$ cat src/rtl/zymason_seg_pkg.sv
// zymason_seg_pkg: shared types and default parameters for the segment scroller.
//   state_e   : controller mode, encoding is visible on mode_out
//   DEF_*     : default build parameters
//   ceil_div  : integer ceiling division used to size the write-chunk counter
package zymason_seg_pkg;

   typedef enum logic [1:0] {
      ST_IDLE  = 2'b00,
      ST_SCAN  = 2'b01,
      ST_WRITE = 2'b10
   } state_e;

   localparam int unsigned DEF_NUM_DIGITS = 10;
   localparam int unsigned DEF_SEG_W      = 7;
   localparam int unsigned DEF_NIB_W      = 4;
   localparam int unsigned DEF_PRE_W      = 9;
   localparam int unsigned DEF_SPD_W      = 4;

   function automatic int unsigned ceil_div(input int unsigned a, input int unsigned b);
      return (a + b - 1) / b;
   endfunction

endpackage

$ cat src/rtl/zymason_seg_scroller_if.sv
// zymason_seg_scroller_if: control/data bundle between the pin-level front end
// and the segment scroller.
//   master : drives rw, wr_valid, wr_data, clr, dir, spd; observes the outputs
//   slave  : the scroller; drives seg_out, dig_idx, len, full, ovf, mode_out
interface zymason_seg_scroller_if #(
   parameter int unsigned NUM_DIGITS = zymason_seg_pkg::DEF_NUM_DIGITS,
   parameter int unsigned SEG_W      = zymason_seg_pkg::DEF_SEG_W,
   parameter int unsigned NIB_W      = zymason_seg_pkg::DEF_NIB_W,
   parameter int unsigned SPD_W      = zymason_seg_pkg::DEF_SPD_W
);
   localparam int unsigned IDX_W = $clog2(NUM_DIGITS);
   localparam int unsigned LEN_W = $clog2(NUM_DIGITS + 1);

   logic             rw;
   logic             wr_valid;
   logic [NIB_W-1:0] wr_data;
   logic             clr;
   logic             dir;
   logic [SPD_W-1:0] spd;

   logic [SEG_W-1:0] seg_out;
   logic [IDX_W-1:0] dig_idx;
   logic [LEN_W-1:0] len;
   logic             full;
   logic             ovf;
   logic [1:0]       mode_out;

   modport master (
      output rw, wr_valid, wr_data, clr, dir, spd,
      input  seg_out, dig_idx, len, full, ovf, mode_out
   );

   modport slave (
      input  rw, wr_valid, wr_data, clr, dir, spd,
      output seg_out, dig_idx, len, full, ovf, mode_out
   );

endinterface

$ cat src/rtl/zymason_seg_tickgen.sv
// zymason_seg_tickgen: scan-rate tick generator.
//   clock, reset_n : system clock, async active-low reset
//   spd            : scan period in prescaler wraps, 0 = paused
//   restart        : clears the rate counter (scan entry)
//   tick           : registered one-cycle scan step pulse
module zymason_seg_tickgen #(
   parameter int unsigned PRE_W = zymason_seg_pkg::DEF_PRE_W,
   parameter int unsigned SPD_W = zymason_seg_pkg::DEF_SPD_W
) (
   input  logic             clock,
   input  logic             reset_n,
   input  logic [SPD_W-1:0] spd,
   input  logic             restart,
   output logic             tick
);

   logic [PRE_W-1:0] pre_q, pre_d;
   logic [SPD_W-1:0] rate_q, rate_d;
   logic             tick_q, tick_d;
   logic             wrap_c;

   // Prescaler free-runs; rate counter advances on each wrap and ticks on
   // reaching spd-1 (>= so a lowered spd ticks at the next wrap).
   always_comb begin
      pre_d  = pre_q + PRE_W'(1);
      wrap_c = (pre_q == '1);
      rate_d = rate_q;
      tick_d = 1'b0;
      if (restart || (spd == '0)) begin
         rate_d = '0;
      end else if (wrap_c) begin
         if (rate_q >= (spd - SPD_W'(1))) begin
            tick_d = 1'b1;
            rate_d = '0;
         end else begin
            rate_d = rate_q + SPD_W'(1);
         end
      end
   end

   always_ff @(posedge clock or negedge reset_n) begin
      if (!reset_n) begin
         pre_q  <= '0;
         rate_q <= '0;
         tick_q <= 1'b0;
      end else begin
         pre_q  <= pre_d;
         rate_q <= rate_d;
         tick_q <= tick_d;
      end
   end

   assign tick = tick_q;

endmodule

$ cat src/rtl/zymason_seg_scroller.sv
// zymason_seg_scroller: N-digit segment-pattern buffer, loaded a nibble at a
// time in WRITE mode and scanned onto one segment output in SCAN mode.
//   clock, reset_n : system clock, async active-low reset
//   bus (slave)    : rw/wr_valid/wr_data/clr/dir/spd in;
//                    seg_out/dig_idx/len/full/ovf/mode_out out (all registered)
module zymason_seg_scroller #(
   parameter int unsigned NUM_DIGITS = zymason_seg_pkg::DEF_NUM_DIGITS,
   parameter int unsigned SEG_W      = zymason_seg_pkg::DEF_SEG_W,
   parameter int unsigned NIB_W      = zymason_seg_pkg::DEF_NIB_W,
   parameter int unsigned PRE_W      = zymason_seg_pkg::DEF_PRE_W,
   parameter int unsigned SPD_W      = zymason_seg_pkg::DEF_SPD_W
) (
   input  logic                   clock,
   input  logic                   reset_n,
   zymason_seg_scroller_if.slave  bus
);
   import zymason_seg_pkg::*;

   localparam int unsigned CHUNKS = ceil_div(SEG_W, NIB_W);
   localparam int unsigned K_W    = (CHUNKS > 1) ? $clog2(CHUNKS) : 1;
   localparam int unsigned WIDE_W = CHUNKS * NIB_W;
   localparam int unsigned IDX_W  = $clog2(NUM_DIGITS);
   localparam int unsigned LEN_W  = $clog2(NUM_DIGITS + 1);
   localparam logic [NIB_W-1:0] NIB_MASK = '1;

   state_e           state_q, state_d;
   logic [LEN_W-1:0] len_q, len_d;
   logic             full_q, full_d;
   logic             ovf_q, ovf_d;
   logic [K_W-1:0]   k_q, k_d;
   logic [SEG_W-1:0] stg_q, stg_d;
   logic [IDX_W-1:0] rd_ptr_q, rd_ptr_d;
   logic [SEG_W-1:0] seg_out_q, seg_out_d;
   logic [IDX_W-1:0] dig_idx_q, dig_idx_d;

   logic [SEG_W-1:0] mem [NUM_DIGITS];

   logic             mem_we_c;
   logic [SEG_W-1:0] stg_new_c;
   int unsigned      sh_c;
   logic             restart_c;
   logic             scan_tick;

   zymason_seg_tickgen #(
      .PRE_W (PRE_W),
      .SPD_W (SPD_W)
   ) u_tickgen (
      .clock   (clock),
      .reset_n (reset_n),
      .spd     (bus.spd),
      .restart (restart_c),
      .tick    (scan_tick)
   );

   // Next-state, buffer bookkeeping and registered output values.
   always_comb begin
      state_d   = state_q;
      len_d     = len_q;
      ovf_d     = ovf_q;
      k_d       = k_q;
      stg_d     = stg_q;
      rd_ptr_d  = rd_ptr_q;
      mem_we_c  = 1'b0;
      seg_out_d = '0;
      dig_idx_d = '0;

      // Merge the incoming nibble at chunk k; bits past SEG_W fall off.
      sh_c      = 32'(k_q) * NIB_W;
      stg_new_c = SEG_W'((WIDE_W'(stg_q) & ~(WIDE_W'(NIB_MASK) << sh_c)) |
                         (WIDE_W'(bus.wr_data) << sh_c));

      // clr beats a coincident chunk.
      if (bus.clr) begin
         len_d = '0;
         ovf_d = 1'b0;
         k_d   = '0;
         stg_d = '0;
      end else if ((state_q == ST_WRITE) && bus.wr_valid) begin
         if (k_q == K_W'(CHUNKS - 1)) begin
            k_d   = '0;
            stg_d = '0;
            if (full_q) begin
               ovf_d = 1'b1;
            end else begin
               mem_we_c = 1'b1;
               len_d    = len_q + LEN_W'(1);
            end
         end else begin
            k_d   = k_q + K_W'(1);
            stg_d = stg_new_c;
         end
      end

      state_d = bus.rw ? ST_WRITE : ((len_d != '0) ? ST_SCAN : ST_IDLE);

      // Any partial digit is lost outside WRITE; entry starts from chunk 0.
      if ((state_d != ST_WRITE) || (state_q != ST_WRITE)) begin
         k_d   = '0;
         stg_d = '0;
      end

      restart_c = (state_d == ST_SCAN) && (state_q != ST_SCAN);

      // Read pointer wraps at len, not at the buffer depth.
      if (restart_c) begin
         rd_ptr_d = bus.dir ? IDX_W'(len_d - LEN_W'(1)) : '0;
      end else if ((state_q == ST_SCAN) && scan_tick) begin
         if (!bus.dir) begin
            rd_ptr_d = (rd_ptr_q == IDX_W'(len_q - LEN_W'(1))) ? '0 : rd_ptr_q + IDX_W'(1);
         end else begin
            rd_ptr_d = (rd_ptr_q == '0) ? IDX_W'(len_q - LEN_W'(1)) : rd_ptr_q - IDX_W'(1);
         end
      end

      full_d = (len_d == LEN_W'(NUM_DIGITS));

      case (state_q)
         ST_SCAN: begin
            seg_out_d = mem[rd_ptr_q];
            dig_idx_d = rd_ptr_q;
         end
         ST_WRITE: begin
            seg_out_d = stg_q;
            dig_idx_d = (len_q >= LEN_W'(NUM_DIGITS - 1)) ? IDX_W'(NUM_DIGITS - 1)
                                                          : IDX_W'(len_q);
         end
         default: begin
            seg_out_d = '0;
            dig_idx_d = '0;
         end
      endcase
   end

   always_ff @(posedge clock or negedge reset_n) begin
      if (!reset_n) begin
         state_q   <= ST_IDLE;
         len_q     <= '0;
         full_q    <= 1'b0;
         ovf_q     <= 1'b0;
         k_q       <= '0;
         stg_q     <= '0;
         rd_ptr_q  <= '0;
         seg_out_q <= '0;
         dig_idx_q <= '0;
      end else begin
         state_q   <= state_d;
         len_q     <= len_d;
         full_q    <= full_d;
         ovf_q     <= ovf_d;
         k_q       <= k_d;
         stg_q     <= stg_d;
         rd_ptr_q  <= rd_ptr_d;
         seg_out_q <= seg_out_d;
         dig_idx_q <= dig_idx_d;
      end
   end

   // Pattern storage, deliberately not reset.
   always_ff @(posedge clock) begin
      if (mem_we_c) begin
         mem[IDX_W'(len_q)] <= stg_new_c;
      end
   end

   assign bus.seg_out  = seg_out_q;
   assign bus.dig_idx  = dig_idx_q;
   assign bus.len      = len_q;
   assign bus.full     = full_q;
   assign bus.ovf      = ovf_q;
   assign bus.mode_out = state_q;

endmodule

$ cat src/flat_wrapper.sv
// flat-port wrapper written by rule: the top's interface ports become plain ports
module zymason_seg_scroller_flat import zymason_seg_pkg::*;
#(
   parameter int unsigned NUM_DIGITS = zymason_seg_pkg::DEF_NUM_DIGITS,
   parameter int unsigned SEG_W      = zymason_seg_pkg::DEF_SEG_W,
   parameter int unsigned NIB_W      = zymason_seg_pkg::DEF_NIB_W,
   parameter int unsigned PRE_W      = zymason_seg_pkg::DEF_PRE_W,
   parameter int unsigned SPD_W      = zymason_seg_pkg::DEF_SPD_W
)
  (clock, reset_n, bus_rw, bus_wr_valid, bus_wr_data, bus_clr, bus_dir, bus_spd, bus_seg_out, bus_dig_idx, bus_len, bus_full, bus_ovf, bus_mode_out);
  zymason_seg_scroller_if #(.NUM_DIGITS(NUM_DIGITS), .SEG_W(SEG_W), .NIB_W(NIB_W), .SPD_W(SPD_W)) bus_i ();
  input  logic clock;
  input  logic reset_n;
  input wire logic [$bits(bus_i.rw)-1:0] bus_rw;
  input wire logic [$bits(bus_i.wr_valid)-1:0] bus_wr_valid;
  input wire logic [$bits(bus_i.wr_data)-1:0] bus_wr_data;
  input wire logic [$bits(bus_i.clr)-1:0] bus_clr;
  input wire logic [$bits(bus_i.dir)-1:0] bus_dir;
  input wire logic [$bits(bus_i.spd)-1:0] bus_spd;
  output wire logic [$bits(bus_i.seg_out)-1:0] bus_seg_out;
  output wire logic [$bits(bus_i.dig_idx)-1:0] bus_dig_idx;
  output wire logic [$bits(bus_i.len)-1:0] bus_len;
  output wire logic [$bits(bus_i.full)-1:0] bus_full;
  output wire logic [$bits(bus_i.ovf)-1:0] bus_ovf;
  output wire logic [$bits(bus_i.mode_out)-1:0] bus_mode_out;
  assign bus_i.rw = bus_rw;
  assign bus_i.wr_valid = bus_wr_valid;
  assign bus_i.wr_data = bus_wr_data;
  assign bus_i.clr = bus_clr;
  assign bus_i.dir = bus_dir;
  assign bus_i.spd = bus_spd;
  assign bus_seg_out = bus_i.seg_out;
  assign bus_dig_idx = bus_i.dig_idx;
  assign bus_len = bus_i.len;
  assign bus_full = bus_i.full;
  assign bus_ovf = bus_i.ovf;
  assign bus_mode_out = bus_i.mode_out;
  zymason_seg_scroller #(.NUM_DIGITS(NUM_DIGITS), .SEG_W(SEG_W), .NIB_W(NIB_W), .PRE_W(PRE_W), .SPD_W(SPD_W)) u_core (.clock(clock), .reset_n(reset_n), .bus(bus_i));
endmodule
$ cat config.mk
export PLATFORM = sky130hd
export DESIGN_NAME = zymason_seg_scroller_flat
export DESIGN_NICKNAME = d
export VERILOG_FILES = /design/src/rtl/zymason_seg_pkg.sv /design/src/rtl/zymason_seg_scroller_if.sv /design/src/rtl/zymason_seg_tickgen.sv /design/src/rtl/zymason_seg_scroller.sv /design/src/flat_wrapper.sv
export SDC_FILE = /design/constraint.sdc
export NUM_CORES = 1
export LEC_CHECK = 0
export ABC_AREA = 1
export BUFFER_PORTS_ARGS = -buffer_cell sky130_fd_sc_hd__buf_2
export CELL_PAD_IN_SITES_DETAIL_PLACEMENT = 0
export CELL_PAD_IN_SITES_GLOBAL_PLACEMENT = 2
export CORE_MARGIN = 4
export CORE_UTILIZATION = 42
export DETAILED_ROUTE_END_ITERATION = 8
export HOLD_SLACK_MARGIN = 0.1
export PLACE_DENSITY = 0.88
export SETUP_SLACK_MARGIN = 0.02
export SLEW_MARGIN = 20
export SYNTH_ARGS = -nofsm -noshare
export SYNTH_HDL_FRONTEND = slang
export SYNTH_SLANG_ARGS = --single-unit
$ cat constraint.sdc
create_clock -name clock -period 3.4 [get_ports clock]
set_input_delay 0.34 -clock clock [delete_from_list [all_inputs] [get_ports clock]]
set_output_delay 0.34 -clock clock [all_outputs]
set_load 0.01 [all_outputs]
==> results by group <==
Synth
  • Synth warnings: 0
  • Most frequent cell after synthesis: nand2_1
  • Post-synth top area cell: edfxtp_1
  • Synthesized area: 0.005470 sq mm
  • Syn Inst Count: 563
  • Synth top area share: 0.3843
  • Syn nets: 596
  • Post-synth ARST share: 0.3913
  • Commonest register cell after synthesis: edfxtp_1
  • Flops & latches, synth: around 120
  • Avg Cell Area, Syn: 9.716 sq um
  • Most frequent cells after synthesis: 144 x nand2_1, 70 x edfxtp_1, 58 x inv_1, 48 x nand3_1, 45 x dfrtp_1
  • Synth unique cells: 34
  • Number of synthesized flops with an enable pin: 70
  • Sequential share of the synthesized area: 0.5901
  • Top post-synthesis cells by area: edfxtp_1 38%, dfrtp_1 21%, nand2_1 9.9%

Routing
  • Via density: 5.029
  • TritonRoute pass-1 iters: 5
  • Routed met1 length: 6.375 mm
  • WL met2: 5.664 mm
  • Vias: 3998
  • DR iter-0 viols: 300
  • Top routing layer used: met4
  • Final WL: 12.84 mm
  • Drt drc: 0
  • Routed Antenna Nets: 0
  • Mean routed wirelength per cell: around 16 um
  • Met3 WL post-DR: 595 um

Power and ir drop
  • Leakage Power: 2.849 nW
  • Comb pwr share: 0.181
  • Cell Int Power: 2.811 mW
  • Seq pwr share: 0.388
  • Power Dens Cells: 623.0 mW/mm^2
  • Switching share of power: 0.3030
  • Clock power frac: 0.431
  • Worst vdd ir: 0.3097 mV
  • Psw: between 1 and 1.5 mW

Worst setup path
  • Worst Path Required: 3690 ps
  • RR Startpoint: u_core.bus.mode_out[0]
  • Crit Path Category: register to register
  • Slowest stage delay, CP: 430 ps
  • Crit-path cells: inv_1 -> ha_1 -> nand2_1 -> inv_1 -> nand2_1 -> nand2_1 -> nand3_1 -> ha_1 -> nand3_4 -> nand3_4 -> nand2_2 -> inv_2 -> nand2_1 -> nand2_1
  • CP arrival: 3060 ps
  • Worst Reg-to-Reg Cells: 14
  • Crit Reg-Reg Endpoint: u_core.rd_ptr_q[0]
  • CP startpoint kind: register
  • Most Frequent Cell on Critical Path: nand2_1
  • CP Capture Type: register
  • WP buf/inv: 3
  • Reg-to-reg slack, setup: 640 ps
  • Slowest stage cell, crit path: ha_1
  • CP delay by family, top: simple AND/OR/NAND/NOR gates
  • Critical Path Fanout Max: 15

Status
  • Status: completed

STA
  • Final Cycle Share: 0.8124
  • Final Hold Fails: 0
  • Rel. slew slack: 0.2740
  • Clk_skew: 10.01 ps
  • Highest Clock Rate: roughly 360 MHz
  • Setup_tns: 0 ps
  • Setup violators final: 0
  • Max Slew Vio Count: 0
  • Unrepaired setup endpoints after global routing: false
  • Hold WS: 198.0 ps
  • Slew @ Worst Pin: between 1000 and 1500 ps
  • Tmin final: 2762 ps

Die
  • Die Wd: 122.1 um
  • Initial core utilization: 0.4317
  • Die Y-Extent: 122.1 um
  • Core footprint: 0.01267 sq mm
  • Std cell rows: between 40 and 50
  • I/O pins: 33
  • Die area: 0.01491 sq mm

Placed design
  • HPWL after DPL: 8.861 mm
  • PortBufs: 32
  • Final GP Congestion: 0.8674

CTS
  • Root Driver: clkbuf_16
  • Clk_lat worst skew: 410 ps
  • Postcts setup bufs: 0
  • H-tree levels: 4
  • Clock tree sinks: 115
  • CTS buffer count: 17
  • # resized after CTS: 0
  • Hold Buf Count CTS: 1
  • CTS tree: built
  • Clock tree buffer depth: 2
  • Worst-path clk slew: ~60 ps

Finish
  • Area Growth Syn to Fin: 18.32%
  • Diode count: 0
  • Final #Nets: ~640
  • Fillcell total: roughly 1.2k
  • Layout cells sized above 1: 0.1509
  • Utilization after layout: 0.5108

Hold path
  • Worst hold path startpoint: bus_wr_data[3]
  • Hold path depth: 3
  • Hold WC Path Type: primary input to register
  • Worst hold endpoint: u_core.stg_q[3]

GRT
  • Initial antenna violation count: 0
  • Grt ovf: 0
  • Vias in the first global route: 3946
  • Largest net degree at the start of global routing: 47
  • Gr usage total: 0.1865
  • First-pass GRT wire length: 20.96 mm

Job
  • Max-cap viol count: 0
[per-stage QoR]
| step | area [sq um] | setup WS, ps | instances | power (mW) |
|---|---|---|---|---|
| 6_report | 6472 | 637.7 | 795 | 4.032 |
| 5_1_grt | 6472 | 433.2 | 795 | 4.242 |
| 4_1_cts | 6442 | 635.7 | 793 | 4.064 |
| 3_5_place_dp | 5851 | 648.6 | 760 | 2.317 |
| 3_3_place_gp | 5851 | 857.6 | 760 | 2.305 |
| 2_1_floorplan | 5470 | 1305 | 563 | 2.090 |
[sequential cells by signal, summed over array words and instances, names as in the netlist, 2 cells and up]
register / cells
u_core.bus.seg_out: 7
u_core.stg_q: 7
u_core.bus.mode_out: 2
u_core.u_tickgen.pre_q: 9
u_core.bus.len: 4
u_core.bus.dig_idx: 4
u_core.mem: 70
u_core.u_tickgen.rate_q: 4
u_core.rd_ptr_q: 4
[metal layers]
layer / track usage / up-vias
met4: 0.07488 / 0
li1: - / 1993
met2: 0.2756 / 112
met3: 0.03621 / 15
met1: 0.2708 / 1878
met5: 0 / -
[layout make-up]
type                       count  area, sq um  area share
clock buffer                  18        429.2     0.06631
clock inverter                14        152.6     0.02358
inverter                      60        225.2     0.03480
multi-input combinational    367         1917      0.2962
sequential                   115         3228      0.4987
tap                          172        215.2     0.03325
timing repair buffer          49        305.3     0.04717
[cells by family (layout without fill, tap and decap cells)]
logic type	Yosys count	in the layout	share of synthesized area
xor+xnor	12	12	0.01921
buf+inv	81	141	0.05947
simple gates	267	267	0.2205
flops	115	115	0.5901
compound gates	69	69	0.06725
fa+ha+maj	19	19	0.04346
[power by group through the flow]
stage                     Combinational [mW]  Clock (mW)  Sequential [mW]
final                                  0.730        1.74             1.56
after CTS                              0.731        1.77             1.57
after global routing                   0.825        1.84             1.57
after detailed placement               0.725           0             1.59
after floorplan                        0.546           0             1.54
after global placement                 0.715           0             1.59
[worst max-delay path by stage]
stage	start	to	depth (start not counted)
4_1_cts	u_core.bus.mode_out[0]	u_core.rd_ptr_q[0]	14
3_3_place_gp	u_core.bus.mode_out[0]	u_core.rd_ptr_q[3]	14
2_1_floorplan	u_core.bus.mode_out[0]	u_core.mem[5][0]	6
3_5_place_dp	u_core.bus.mode_out[0]	u_core.rd_ptr_q[0]	14
5_1_grt	u_core.bus.mode_out[0]	u_core.rd_ptr_q[3]	14
6_report	u_core.bus.mode_out[0]	u_core.rd_ptr_q[0]	14
[cells in the final DEF (no fill, tap or decap), types with 4 or more instances in the layout]
| cell type | n |
|---|---|
| a21oi_1 | 32 |
| buf_2 | 32 |
| buf_4 | 14 |
| clkbuf_16 | 17 |
| dfrtp_1 | 45 |
| edfxtp_1 | 70 |
| ha_1 | 19 |
| inv_1 | 58 |
| nand2_1 | 144 |
| nand3_1 | 48 |
| nand4_1 | 17 |
| nor2_1 | 30 |
| nor3_1 | 12 |
| o21ai_0 | 23 |
| o21ai_1 | 5 |
| xnor2_1 | 4 |
| xor2_1 | 8 |
[worst register-to-register path, stage by stage, from the launching register on]
cell     delay [ps]
dfrtp_1         400
inv_1            70
ha_1            430
nand2_1         190
inv_1           160
nand2_1         130
nand2_1          90
nand3_1         200
ha_1            340
nand3_4         130
nand3_4         180
nand2_2         160
inv_2            60
nand2_1          50
nand2_1          60
Note: power is estimated with default switching activity, not from simulation.
